<file path="src/rtl/cpc_ram_pkg.sv">
// rtl/cpc_ram_pkg.sv - shared types and constants for the CPC 512K RAM bank decoder
package cpc_ram_pkg;

  // Config-snoop FSM: wait for the OUT to finish before applying it.
  typedef enum logic [1:0] {
    IO_IDLE   = 2'd0,
    IO_WAIT   = 2'd1,
    IO_COMMIT = 2'd2
  } io_state_e;

  localparam int MODE_W = 3;

  // Gate-array function select for RAM configuration: D[7:6]
  localparam logic [1:0] CFG_SEL = 2'b11;

  // Page per 16K window [mode][window]; page[2] set means expansion RAM.
  localparam logic [2:0] PAGE_MAP [8][4] = '{
    '{3'd0, 3'd1, 3'd2, 3'd3},
    '{3'd0, 3'd1, 3'd2, 3'd7},
    '{3'd4, 3'd5, 3'd6, 3'd7},
    '{3'd0, 3'd3, 3'd2, 3'd7},
    '{3'd0, 3'd4, 3'd2, 3'd3},
    '{3'd0, 3'd5, 3'd2, 3'd3},
    '{3'd0, 3'd6, 3'd2, 3'd3},
    '{3'd0, 3'd7, 3'd2, 3'd3}
  };

endpackage

</file>
<file path="src/rtl/cpc_ram_bank_decoder_if.sv">
// rtl/cpc_ram_bank_decoder_if.sv - Z80 edge-connector bus and SRAM control bundle
interface cpc_ram_bank_decoder_if #(
  parameter int HIADR_W = 5
);
  logic               A15;
  logic               A14;
  logic [7:0]         D;
  logic               MREQ_B;
  logic               IOREQ_B;
  logic               WR_B;
  logic               RFSH_B;
  logic               M1_B;
  logic               RAMRD_B;
  logic [HIADR_W-1:0] HIADR;
  logic               RAMCS_B;
  logic               RAMDIS;

  // CPC side: drives the bus, observes the decoder outputs
  modport master (
    output A15, A14, D, MREQ_B, IOREQ_B, WR_B, RFSH_B, M1_B, RAMRD_B,
    input  HIADR, RAMCS_B, RAMDIS
  );

  // Decoder side
  modport slave (
    input  A15, A14, D, MREQ_B, IOREQ_B, WR_B, RFSH_B, M1_B, RAMRD_B,
    output HIADR, RAMCS_B, RAMDIS
  );
endinterface

</file>
<file path="src/rtl/cpc_bank_map.sv">
// rtl/cpc_bank_map.sv - (mode, 16K window) to page lookup
module cpc_bank_map
  import cpc_ram_pkg::*;
(
  input  logic [MODE_W-1:0] mode,
  input  logic [1:0]        window,
  output logic [2:0]        page
);

  assign page = PAGE_MAP[mode][window];

endmodule

</file>
<file path="src/rtl/cpc_ram_bank_decoder.sv">
// rtl/cpc_ram_bank_decoder.sv - config snoop, bank registers and SRAM select gating
module cpc_ram_bank_decoder
  import cpc_ram_pkg::*;
#(
  parameter int BANK_BITS = 3,
  parameter int HIADR_W   = 5
) (
  input  logic                   CLK,
  input  logic                   RESET,
  cpc_ram_bank_decoder_if.slave  bus
);

  io_state_e              io_state;
  logic [BANK_BITS-1:0]   cfg_bank;
  logic [MODE_W-1:0]      cfg_mode;
  logic [BANK_BITS-1:0]   pend_bank;
  logic [MODE_W-1:0]      pend_mode;
  logic [HIADR_W-1:0]     hiadr_q;
  logic [HIADR_W-1:0]     hiadr_new;
  logic [2:0]             pg;
  logic                   cfg_wr;
  logic                   exp_hit;
  logic                   acc;

  // Gate-array RAM-config write; int-ack (M1 low) and A15=1 ports are not the gate array.
  assign cfg_wr = !bus.IOREQ_B && !bus.WR_B && bus.M1_B && !bus.A15 &&
                  (bus.D[7:6] == CFG_SEL);

  // Capture config during the OUT, apply it only once IOREQ has gone away.
  always_ff @(posedge CLK) begin
    if (RESET) begin
      io_state  <= IO_IDLE;
      cfg_bank  <= '0;
      cfg_mode  <= '0;
      pend_bank <= '0;
      pend_mode <= '0;
    end else begin
      case (io_state)
        IO_IDLE: begin
          if (cfg_wr) begin
            pend_bank <= bus.D[3 +: BANK_BITS];
            pend_mode <= bus.D[MODE_W-1:0];
            io_state  <= IO_WAIT;
          end
        end
        IO_WAIT: begin
          if (bus.IOREQ_B) begin
            io_state <= IO_COMMIT;
          end else if (cfg_wr) begin
            pend_bank <= bus.D[3 +: BANK_BITS];
            pend_mode <= bus.D[MODE_W-1:0];
          end
        end
        IO_COMMIT: begin
          cfg_bank <= pend_bank;
          cfg_mode <= pend_mode;
          io_state <= IO_IDLE;
        end
        default: io_state <= IO_IDLE;
      endcase
    end
  end

  cpc_bank_map u_map (
    .mode   (cfg_mode),
    .window ({bus.A15, bus.A14}),
    .page   (pg)
  );

  assign exp_hit   = pg[2];
  assign hiadr_new = {cfg_bank, pg[1:0]};

  // Keep the last expansion address so HIADR stays quiet on internal accesses.
  always_ff @(posedge CLK) begin
    if (RESET) begin
      hiadr_q <= '0;
    end else if (exp_hit) begin
      hiadr_q <= hiadr_new;
    end
  end

  // Refresh and ROM reads never reach the SRAM; writes under ROM still do.
  assign acc = !bus.MREQ_B && bus.RFSH_B && (!bus.RAMRD_B || !bus.WR_B);

  assign bus.HIADR   = exp_hit ? hiadr_new : hiadr_q;
  assign bus.RAMCS_B = !(acc && exp_hit);
  assign bus.RAMDIS  = acc && exp_hit;

endmodule

</file>
<file path="src/flat_wrapper.sv">
// flat-port wrapper written by rule: the top's interface ports become plain ports
module cpc_ram_bank_decoder_flat import cpc_ram_pkg::*;
#(
  parameter int BANK_BITS = 3,
  parameter int HIADR_W   = 5
)
  (CLK, RESET, bus_A15, bus_A14, bus_D, bus_MREQ_B, bus_IOREQ_B, bus_WR_B, bus_RFSH_B, bus_M1_B, bus_RAMRD_B, bus_HIADR, bus_RAMCS_B, bus_RAMDIS);
  cpc_ram_bank_decoder_if #(.HIADR_W(HIADR_W)) bus_i ();
  input  logic CLK;
  input  logic RESET;
  input wire logic [$bits(bus_i.A15)-1:0] bus_A15;
  input wire logic [$bits(bus_i.A14)-1:0] bus_A14;
  input wire logic [$bits(bus_i.D)-1:0] bus_D;
  input wire logic [$bits(bus_i.MREQ_B)-1:0] bus_MREQ_B;
  input wire logic [$bits(bus_i.IOREQ_B)-1:0] bus_IOREQ_B;
  input wire logic [$bits(bus_i.WR_B)-1:0] bus_WR_B;
  input wire logic [$bits(bus_i.RFSH_B)-1:0] bus_RFSH_B;
  input wire logic [$bits(bus_i.M1_B)-1:0] bus_M1_B;
  input wire logic [$bits(bus_i.RAMRD_B)-1:0] bus_RAMRD_B;
  output wire logic [$bits(bus_i.HIADR)-1:0] bus_HIADR;
  output wire logic [$bits(bus_i.RAMCS_B)-1:0] bus_RAMCS_B;
  output wire logic [$bits(bus_i.RAMDIS)-1:0] bus_RAMDIS;
  assign bus_i.A15 = bus_A15;
  assign bus_i.A14 = bus_A14;
  assign bus_i.D = bus_D;
  assign bus_i.MREQ_B = bus_MREQ_B;
  assign bus_i.IOREQ_B = bus_IOREQ_B;
  assign bus_i.WR_B = bus_WR_B;
  assign bus_i.RFSH_B = bus_RFSH_B;
  assign bus_i.M1_B = bus_M1_B;
  assign bus_i.RAMRD_B = bus_RAMRD_B;
  assign bus_HIADR = bus_i.HIADR;
  assign bus_RAMCS_B = bus_i.RAMCS_B;
  assign bus_RAMDIS = bus_i.RAMDIS;
  cpc_ram_bank_decoder #(.BANK_BITS(BANK_BITS), .HIADR_W(HIADR_W)) u_core (.CLK(CLK), .RESET(RESET), .bus(bus_i));
endmodule
</file>
<file path="config.mk">
export PLATFORM = sky130hd
export DESIGN_NAME = cpc_ram_bank_decoder_flat
export DESIGN_NICKNAME = d
export VERILOG_FILES = /design/src/rtl/cpc_ram_pkg.sv /design/src/rtl/cpc_ram_bank_decoder_if.sv /design/src/rtl/cpc_bank_map.sv /design/src/rtl/cpc_ram_bank_decoder.sv /design/src/flat_wrapper.sv
export SDC_FILE = /design/constraint.sdc
export NUM_CORES = 1
export LEC_CHECK = 0
export CAP_MARGIN = 15
export CELL_PAD_IN_SITES_DETAIL_PLACEMENT = 2
export CELL_PAD_IN_SITES_GLOBAL_PLACEMENT = 2
export CORE_UTILIZATION = 26
export CTS_BUF_LIST = sky130_fd_sc_hd__clkbuf_8 sky130_fd_sc_hd__clkbuf_16
export CTS_CLUSTER_DIAMETER = 100
export DETAILED_ROUTE_END_ITERATION = 8
export HOLD_SLACK_MARGIN = 0.1
export PLACE_DENSITY = 0.72
export SLEW_MARGIN = 20
export SYNTH_ARGS = -nofsm -noshare
export SYNTH_HDL_FRONTEND = slang
export SYNTH_HIERARCHICAL = 1
export SYNTH_SLANG_ARGS = --single-unit
</file>
<file path="constraint.sdc">
create_clock -name CLK -period 1.9 [get_ports CLK]
set_clock_uncertainty 0.1 [all_clocks]
set_input_delay 0.38 -clock CLK [delete_from_list [all_inputs] [get_ports CLK]]
set_output_delay 0.38 -clock CLK [all_outputs]
set_load 0.02 [all_outputs]
</file>
==> run summary, run 1 <==
The Yosys step of the flow raised 6 warnings. The number of maximum-capacitance constraint violations is 0. The detailed-route via count is 713. The total clock buffers created by CTS came out at 3. On the worst path, the slowest cell contributes a delay of 350 ps. The initial antenna violation count is 0. The power per cell area is 579 nW/um^2. The number of H-tree levels is 1.

The max-slew violation total from the final report came out at 0. Registers take 383 sq um. Synthesis instantiated 22 different standard cells from the library. The number of placed I/O pins came out at 25. The clock-pin transition on the worst setup and hold timing paths is 80 ps.

The detailed-route DRC error count came out at 0. In this run the worst path has a maximum fanout of 3. The worst-case headroom to the max-slew limit came out at 68.7%. TritonCTS built the clock tree. The checks that failed: negative setup slack. Walking the worst path, the cells encountered are buf_4, buf_4, o211ai_1, nand2b_1, mux2_4, buf_6.

The first-pass GRT wire length came out at 3.44 mm. The post-detailed-route wirelength per cell came out at 13.0 um. In this run the vertical extent of the chip is 59.2 um. The root buffer cell is sky130_fd_sc_hd__clkbuf_8. The number of cells on the critical path is 6. The fraction of the mapped netlist area in simple logic gates is 27.9%. The share of the synthesized area in compound gates (AO/OA/AOI/OAI) came out at 4.26%. The post-route clock period utilization is 107%. The effective utilization at floorplan is 27.6%. The data required time at the worst endpoint is 1420 ps. The via count of the first global-routing pass is 806. The minimum clock period after layout came out at 2020 ps. The average vias per placed instance is 4.40. The most critical setup path has its startpoint at u_core/cfg_mode[0]. The multi-input combinational cells in the finished layout cover a total of 477 sq um. The leakage power of the design came out at 0.566 nW. The count of routing violations after the opening detailed-route iteration came out at 6.

The cell area after placement came out at 1210 sq um. At the pin with the least slew margin, the transition time is 467 ps. The class of the tightest hold or removal check is register to register. Clock latency on the worst-skew pair, taken at its later pin, is 260 ps.

After floorplanning, the core was sized to cover 3080 sq um. Setup repair after global routing could not meet its margin everywhere. The share of cells above drive strength 1 came out at 31.4%. The maximum count of clock buffers along a single path is 2.

The buffering stage count on the worst path with inverters included is 3. The flow ran to the end, but the final reports show violations. The proportion of synthesized area in mux cells is 20.7%. The half-perimeter wire length after detailed placement is 1.56 mm. The number of sinks driven by the clock tree came out at 19.

In this run the remaining antenna-violating nets after routing total 0. The proportion of synthesized chip area in sequential cells came out at 44.7%. For the worst flop-to-flop path, the logic depth is 7. The slack of the worst reg-to-reg path is 310 ps.

The worst register-to-register path begins at u_core/cfg_mode[0]. The number of buffers added to fix hold violations after cts is 0. The peak supply drop came out at 0.240 mV.

The class of the most critical setup path is register to output port. Setup violations remaining at the end of the flow were counted as 7. The die area came out at 3510 sq um. The horizontal extent of the die came out at 59.2 um. The flip-flop and latch count after synthesis is 19. In the post-route analysis, the smallest setup slack over all paths is -125 ps. The gate family responsible for the most delay along the worst path is buffers and inverters. After technology mapping, the gate count stands at 80. The count of endpoints failing hold in the final timing report came out at 0. The final weighted congestion of routability-driven global placement is 0.705. The net count of the finished layout came out at 137. The synthesized netlist devotes 0% of its cell area to adder and majority cells. The synthesized netlist net count is 98. The finished cells cover 1310 sq um. Row generation in the floorplan step produced 20 rows. The total iterations of the first detailed-routing run is 2. The count of buffers from port buffering is 24. The number of antenna diodes in the final layout is 0. The highest-delay cell along the critical path is sky130_fd_sc_hd__dfxtp_2. In this run the worst setup path terminates at bus_HIADR[1]. The largest net degree at the start of global routing came out at 18. The final worst hold slack came out at 378 ps. Wires add up to 2.11 mm.

For this run, the total global-route usage over all layers was measured as 13.5%. The number of fill cells is 341. The largest family of logic cells by synthesized area is simple AND/OR/NAND/NOR gates.

The most frequent cell on the critical path is sky130_fd_sc_hd__buf_4. The sort of element at the start of the critical path is a register. The endpoint of the most critical register-to-register path is u_core/hiadr_q[1].

The post-synthesis average cell area is 10.6 sq um. The total grt overflow is 0. Data arrives at the worst endpoint at 1540 ps. The fmax is 494 MHz. STA classifies the critical path endpoint as an output port. The netlist area before placement came out at 851 sq um.

Compared with the post-synthesis result, the final layout area differs by 54.3%. After Yosys synthesis, XOR and XNOR cells account for 0% of the synthesized area.
[logic make-up (layout without fill, tap and decap cells)]
| family | after synthesis | in the layout |
|---|---|---|
| buffers and inverters | 5 | 43 |
| AO/OA/AOI/OAI | 5 | 5 |
| AND/OR/NAND/NOR | 34 | 34 |
| flip-flops | 19 | 19 |
| multiplexers | 17 | 17 |
[report_power, final]
| part | total, mW | internal (mW) | leakage (nW) | switching [mW] |
|---|---|---|---|---|
| clock network | 0.290 | 0.146 | 0.0255 | 0.144 |
| registers | 0.400 | 0.399 | 0.154 | 0.000731 |
| logic | 0.0704 | 0.0470 | 0.386 | 0.0234 |
[flip-flops by register name, indices dropped and copies added, names as in the netlist]
| register | count |
|---|---|
| u_core/hiadr_q | 5 |
| u_core/cfg_bank | 3 |
| u_core/cfg_mode | 3 |
| u_core/pend_bank | 3 |
| u_core/pend_mode | 3 |
| u_core/io_state | 2 |
[layer usage]
| metal | global-route usage (%) | share of wire, % |
|---|---|---|
| met4 | 7.14 | 1.7 |
| met3 | 3.49 | 5.5 |
| met1 | 13.8 | 44 |
| met2 | 24.7 | 49 |
| met5 | 0 | 0 |
[through the flow]
stage / cells / util [%] / setup TNS, ps / power [mW] / setup slack, ps
final: 162 / 42.6 / -737 / 0.760 / -125
after global routing: 162 / 42.6 / -1210 / 0.789 / -185
after CTS: 161 / 42.1 / -722 / 0.767 / -142
after global placement: 155 / 39.4 / -5110 / 0.480 / -732
after detailed placement: 155 / 39.4 / -5510 / 0.482 / -772
after floorplan: 80 / - / 0 / 0.428 / 65.8
[worst min-delay path by stage]
| stage | startpoint | end | slack, ps | depth (start not counted) |
|---|---|---|---|---|
| after global placement | u_core/pend_bank[2] | u_core/pend_bank[2] | 370 | 2 |
| after global routing | u_core/pend_bank[2] | u_core/pend_bank[2] | 420 | 2 |
| after detailed placement | u_core/pend_mode[0] | u_core/pend_mode[0] | 370 | 2 |
| after floorplan | u_core/pend_bank[0] | u_core/pend_bank[0] | 350 | 2 |
| final | u_core/pend_mode[0] | u_core/pend_mode[0] | 380 | 2 |
| after CTS | u_core/pend_mode[0] | u_core/pend_mode[0] | 390 | 2 |
[placed cells by master, fill, tap and decap left out, drive strengths merged, types with 2 or more instances in the layout]
master,instances
buf,21
clkbuf,3
clkdlybuf4s50,15
dfxtp,19
dlygate4sd2,2
mux2,5
mux2i,12
nand2b,13
nand4b,2
nor2,7
nor2b,6
[synth_stat cells (all sizes together)]
| cell | count | area [sq um] |
|---|---|---|
| nand4b | 2 | 32.5 |
| buf | 1 | 5.00 |
| clkbuf | 3 | 11.3 |
| mux2 | 5 | 56.3 |
| nor2 | 7 | 26.3 |
| or2b | 1 | 7.51 |
| inv | 1 | 3.75 |
| a21boi | 1 | 7.51 |
| nor4 | 1 | 21.3 |
| and4bb | 1 | 12.5 |
| nand2b | 13 | 81.3 |
| o21ai | 1 | 5.00 |
| dfxtp | 19 | 380 |
| a31oi | 1 | 6.26 |
| nand3b | 1 | 7.51 |
| nor3b | 1 | 7.51 |
| o211ai | 1 | 7.51 |
| o21ba | 1 | 10.0 |
| nand2 | 1 | 3.75 |
| mux2i | 12 | 120 |
| nor2b | 6 | 37.5 |
[final cells by class]
type	count	area share, %
Multi-Input combinational cell	56	36.3
Tap cell	44	4.19
Clock inverter	1	0.381
Sequential cell	19	29.2
Inverter	1	0.286
Clock buffer	3	3.15
Timing Repair Buffer	38	26.5
[timing repair]
item                                    CTS  global route
gates resized for setup                  49             2
pin swaps                                 1             2
buffers inserted                          2             1
endpoints found under the setup margin    7             7
[worst reg2reg max path: stages, from the launching register on]
cell and delay (ps):
sky130_fd_sc_hd__dfxtp_2 350, sky130_fd_sc_hd__buf_4 140, sky130_fd_sc_hd__buf_4 130, sky130_fd_sc_hd__o211ai_1 170, sky130_fd_sc_hd__nand2b_1 100, sky130_fd_sc_hd__mux2_4 270, sky130_fd_sc_hd__buf_4 130, sky130_fd_sc_hd__nor2b_1 110
(Power assumes the default switching activity.)
==> run 2: changes to the inputs <==
--- a/config.mk
+++ b/config.mk
@@ -5,6 +5,7 @@
 export SDC_FILE = /design/constraint.sdc
 export NUM_CORES = 1
 export LEC_CHECK = 0
+export ABC_CLOCK_PERIOD_IN_PS = 1900
 export CAP_MARGIN = 15
 export CELL_PAD_IN_SITES_DETAIL_PLACEMENT = 2
 export CELL_PAD_IN_SITES_GLOBAL_PLACEMENT = 2
==> results of run 2 <==
Same layout as run 1: the final DEF is identical, and so are final timing and power.
==> run 3: changes to the inputs <==
--- a/config.mk
+++ b/config.mk
@@ -11,10 +11,12 @@
 export CELL_PAD_IN_SITES_GLOBAL_PLACEMENT = 2
 export CORE_UTILIZATION = 26
 export CTS_BUF_LIST = sky130_fd_sc_hd__clkbuf_8 sky130_fd_sc_hd__clkbuf_16
-export CTS_CLUSTER_DIAMETER = 100
+export CTS_CLUSTER_DIAMETER = 150
 export DETAILED_ROUTE_END_ITERATION = 8
 export HOLD_SLACK_MARGIN = 0.1
 export PLACE_DENSITY = 0.72
+export REMOVE_ABC_BUFFERS = 1
+export SKIP_CTS_REPAIR_TIMING = 1
 export SLEW_MARGIN = 20
 export SYNTH_ARGS = -nofsm -noshare
 export SYNTH_HDL_FRONTEND = slang
==> run 3 against run 2 <==
Effect of this change:
- the flow still finishes with violations (negative setup slack)
- global-route usage hardly changed
- maximum frequency fell by 0.38%
- sequential cell count is the same
- die area stayed put
- largest cell class unchanged
- largest power group unchanged
- critical path type unchanged
==> run summary, run 3 (synthesis results as in run 1) <==
The start of the worst register-to-register path was u_core/cfg_mode[1] (was u_core/cfg_mode[0]). The share of total power consumed by net switching is 20.3% (was 22.1%). The net count of the finished layout was 132 (was 137). The post-route core utilization came out at 41.3% (was 42.6%). The worst-case headroom to the max-slew limit is 73.4% (was 68.7%). The TritonCTS clock tree is built (unchanged). The peak supply drop is 0.273 mV (was 0.240 mV).

The detailed-route via count is 686 (was 713). The number of H-tree levels was 1 (unchanged). The max-slew violation total from the final report was 0 (unchanged). The internal power is 0.588 mW (was 0.592 mW).

The final setup violation count came to 6 (was 7). The total clock buffers created by CTS came out at 3 (unchanged). The number of sinks driven by the clock tree came to 19 (unchanged). The largest register by flop count is u_core/hiadr_q (unchanged). The count of inserted antenna diode cells is 0 (unchanged).

The fmax came out at 492 MHz (was 494 MHz). The combinational power share came out at 9.3% (about the same). The initial antenna violation count is 0 (unchanged). The end point of the critical path is bus_HIADR[3] (was bus_HIADR[1]). The effective utilization at floorplan came out at 27.6% (unchanged).

The clock latency on the worst-skew pair came to 250 ps (was 260 ps). The setup slack after placement is -793 ps (was -772 ps). The sort of element at the start of the critical path is a register (unchanged).

The class of the tightest hold or removal check is register to register (unchanged). The slew at the pin with the worst max-slew slack came out at 398 ps (was 467 ps). Commonest cells after routing, fill and taps aside: 17 x sky130_fd_sc_hd__dfxtp_1, 15 x sky130_fd_sc_hd__clkdlybuf4s50_1, 13 x sky130_fd_sc_hd__nand2b_1 (was 17 x sky130_fd_sc_hd__dfxtp_1, 15 x sky130_fd_sc_hd__clkdlybuf4s50_1, 15 x sky130_fd_sc_hd__buf_4). The maximum count of clock buffers along a single path was 2 (unchanged). The global routing usage summed across all routing layers is 13.4% (was 13.5%). The worst setup path startpoint is u_core/cfg_mode[1] (was u_core/cfg_mode[0]). The type of element capturing the critical path is an output port (unchanged). The class of the most critical setup path was register to output port (unchanged). The total iterations of the first detailed-routing run came to 3 (was 2).

The first-pass GRT wire length is 3.39 mm (was 3.44 mm). The total grt overflow is 0 (unchanged). The number of placed I/O pins is 25 (unchanged).

The area growth from synthesis to layout came out at 49.4% (was 54.3%). The sum of negative setup slack came out at -645 ps (was -737 ps). The half-perimeter wire length after detailed placement is 1.71 mm (was 1.56 mm).

The number of maximum-capacitance constraint violations was 0 (unchanged). The slack of the worst reg-to-reg path came out at 410 ps (was 310 ps). The horizontal extent of the die came out at 59.2 um (unchanged). The worst-case reg-to-reg path depth is 6 (was 7). The share of cells above drive strength 1 came to 26.5% (was 31.4%).

The post-detailed-route wirelength per cell came out at 14.0 um (was 13.0 um). The clock network fraction of design power came to 36.5% (was 38.1%). The count of endpoints failing hold in the final timing report is 0 (unchanged). The net switching component of the power came out at 0.150 mW (was 0.168 mW). The minimum clock period after layout is 2030 ps (was 2020 ps). Unrepaired setup endpoints after global routing: yes (unchanged). The remaining antenna violation count after routing came out at 0 (unchanged). The largest fanout on the critical path is 6 (was 3). The detailed-route DRC error count is 0 (unchanged).

The total power consumption of the routed design is 0.738 mW (was 0.760 mW). The post-route clock period utilization is 107% (about the same). The data arrival time of the worst path is 1550 ps (was 1540 ps). The number of fill cells came out at 347 (was 341).

The die extent in y is 59.2 um (unchanged). The final weighted congestion of routability-driven global placement is 0.652 (was 0.705). The die area was 3510 sq um (unchanged). The via count of the first global-routing pass came out at 743 (was 806). The final setup slack of the worst path came out at -133 ps (was -125 ps).

The clock-pin transition on the worst setup and hold timing paths came to 70 ps (was 80 ps). The sequential group share of total power came out at 54.2% (was 52.6%). The count of routing violations after the opening detailed-route iteration came out at 6 (unchanged). The detailed-route wire length was 2.19 mm (was 2.11 mm). The data required time at the worst endpoint came out at 1420 ps (about the same).

The endpoint of the most critical register-to-register path is u_core/hiadr_q[0] (was u_core/hiadr_q[1]). The count of buffers from port buffering came out at 24 (unchanged). The power per cell area was 581 nW/um^2 (was 579 nW/um^2). The area of the core was 3080 sq um (unchanged).

The root buffer cell is sky130_fd_sc_hd__clkbuf_8 (unchanged). The largest net degree at the start of global routing is 17 (was 18). The leakage power of the design came out at 0.555 nW (was 0.566 nW). The most common cell after layout, fill and taps aside is sky130_fd_sc_hd__dfxtp_1 (unchanged). Violated checks: negative setup slack (unchanged). The standard-cell row count is 20 (unchanged). The number of flip-flops under the largest register name is 5 (unchanged). The average vias per placed instance was 4.37 (was 4.40). Outcome: complete, but fails checks (unchanged).
## run 3: worst min path at each step
| stage | from | endpoint | slack (ps) | cells after the start |
|---|---|---|---|---|
| after CTS | u_core/pend_mode[2] | u_core/pend_mode[2] | 390 | 2 |
| after global routing | u_core/pend_mode[2] | u_core/pend_mode[2] | 420 | 2 |
| after detailed placement | u_core/pend_mode[2] | u_core/pend_mode[2] | 370 | 2 |
| after global placement | u_core/pend_bank[1] | u_core/pend_bank[1] | 370 | 2 |
| final | u_core/pend_mode[2] | u_core/pend_mode[2] | 380 | 2 |
| after floorplan | u_core/pend_bank[0] | u_core/pend_bank[0] | 350 | 2 |
## run 3: power by group through the flow
stage	combinational (mW)	sequential (mW)	clock, mW
floorplan	0.0150	0.409	0
detailed placement	0.0697	0.409	0
global placement	0.0676	0.409	0
finish	0.0686	0.400	0.270
CTS	0.0703	0.400	0.283
global route	0.0742	0.400	0.305
## run 3: cell type report
cell class	count	area, sq um	share of cell area, %
Timing Repair Buffer	33	315	24.8
Multi-Input combinational cell	56	469	36.9
Inverter	1	3.75	0.295
Clock inverter	1	3.75	0.295
Tap cell	44	55.1	4.33
Clock buffer	3	41.3	3.25
Sequential cell	19	383	30.1
## run 3: worst max-delay path, cell delays in order (launching register included)
cell and delay, ps:
sky130_fd_sc_hd__dfxtp_2 330, sky130_fd_sc_hd__nor2b_1 130, sky130_fd_sc_hd__a31oi_1 50, sky130_fd_sc_hd__o21ai_1 140, sky130_fd_sc_hd__buf_4 190, sky130_fd_sc_hd__mux2_4 320
sky130_fd_sc_hd__buf_6 130
## run 3: per-layer routing
layer / wire length, um / GRT usage, %
met1: 861 / 14.7
met2: 1190 / 25.2
met3: 110 / 2.62
met4: 29 / 5.10
met5: 0 / 0
## run 3: metrics by stage
step	std cells	hold WS (ps)	cell area, sq um
floorplan	76	347	835
global placement	152	368	1190
detailed placement	152	374	1190
CTS	156	386	1230
global route	157	416	1270
finish	157	383	1270
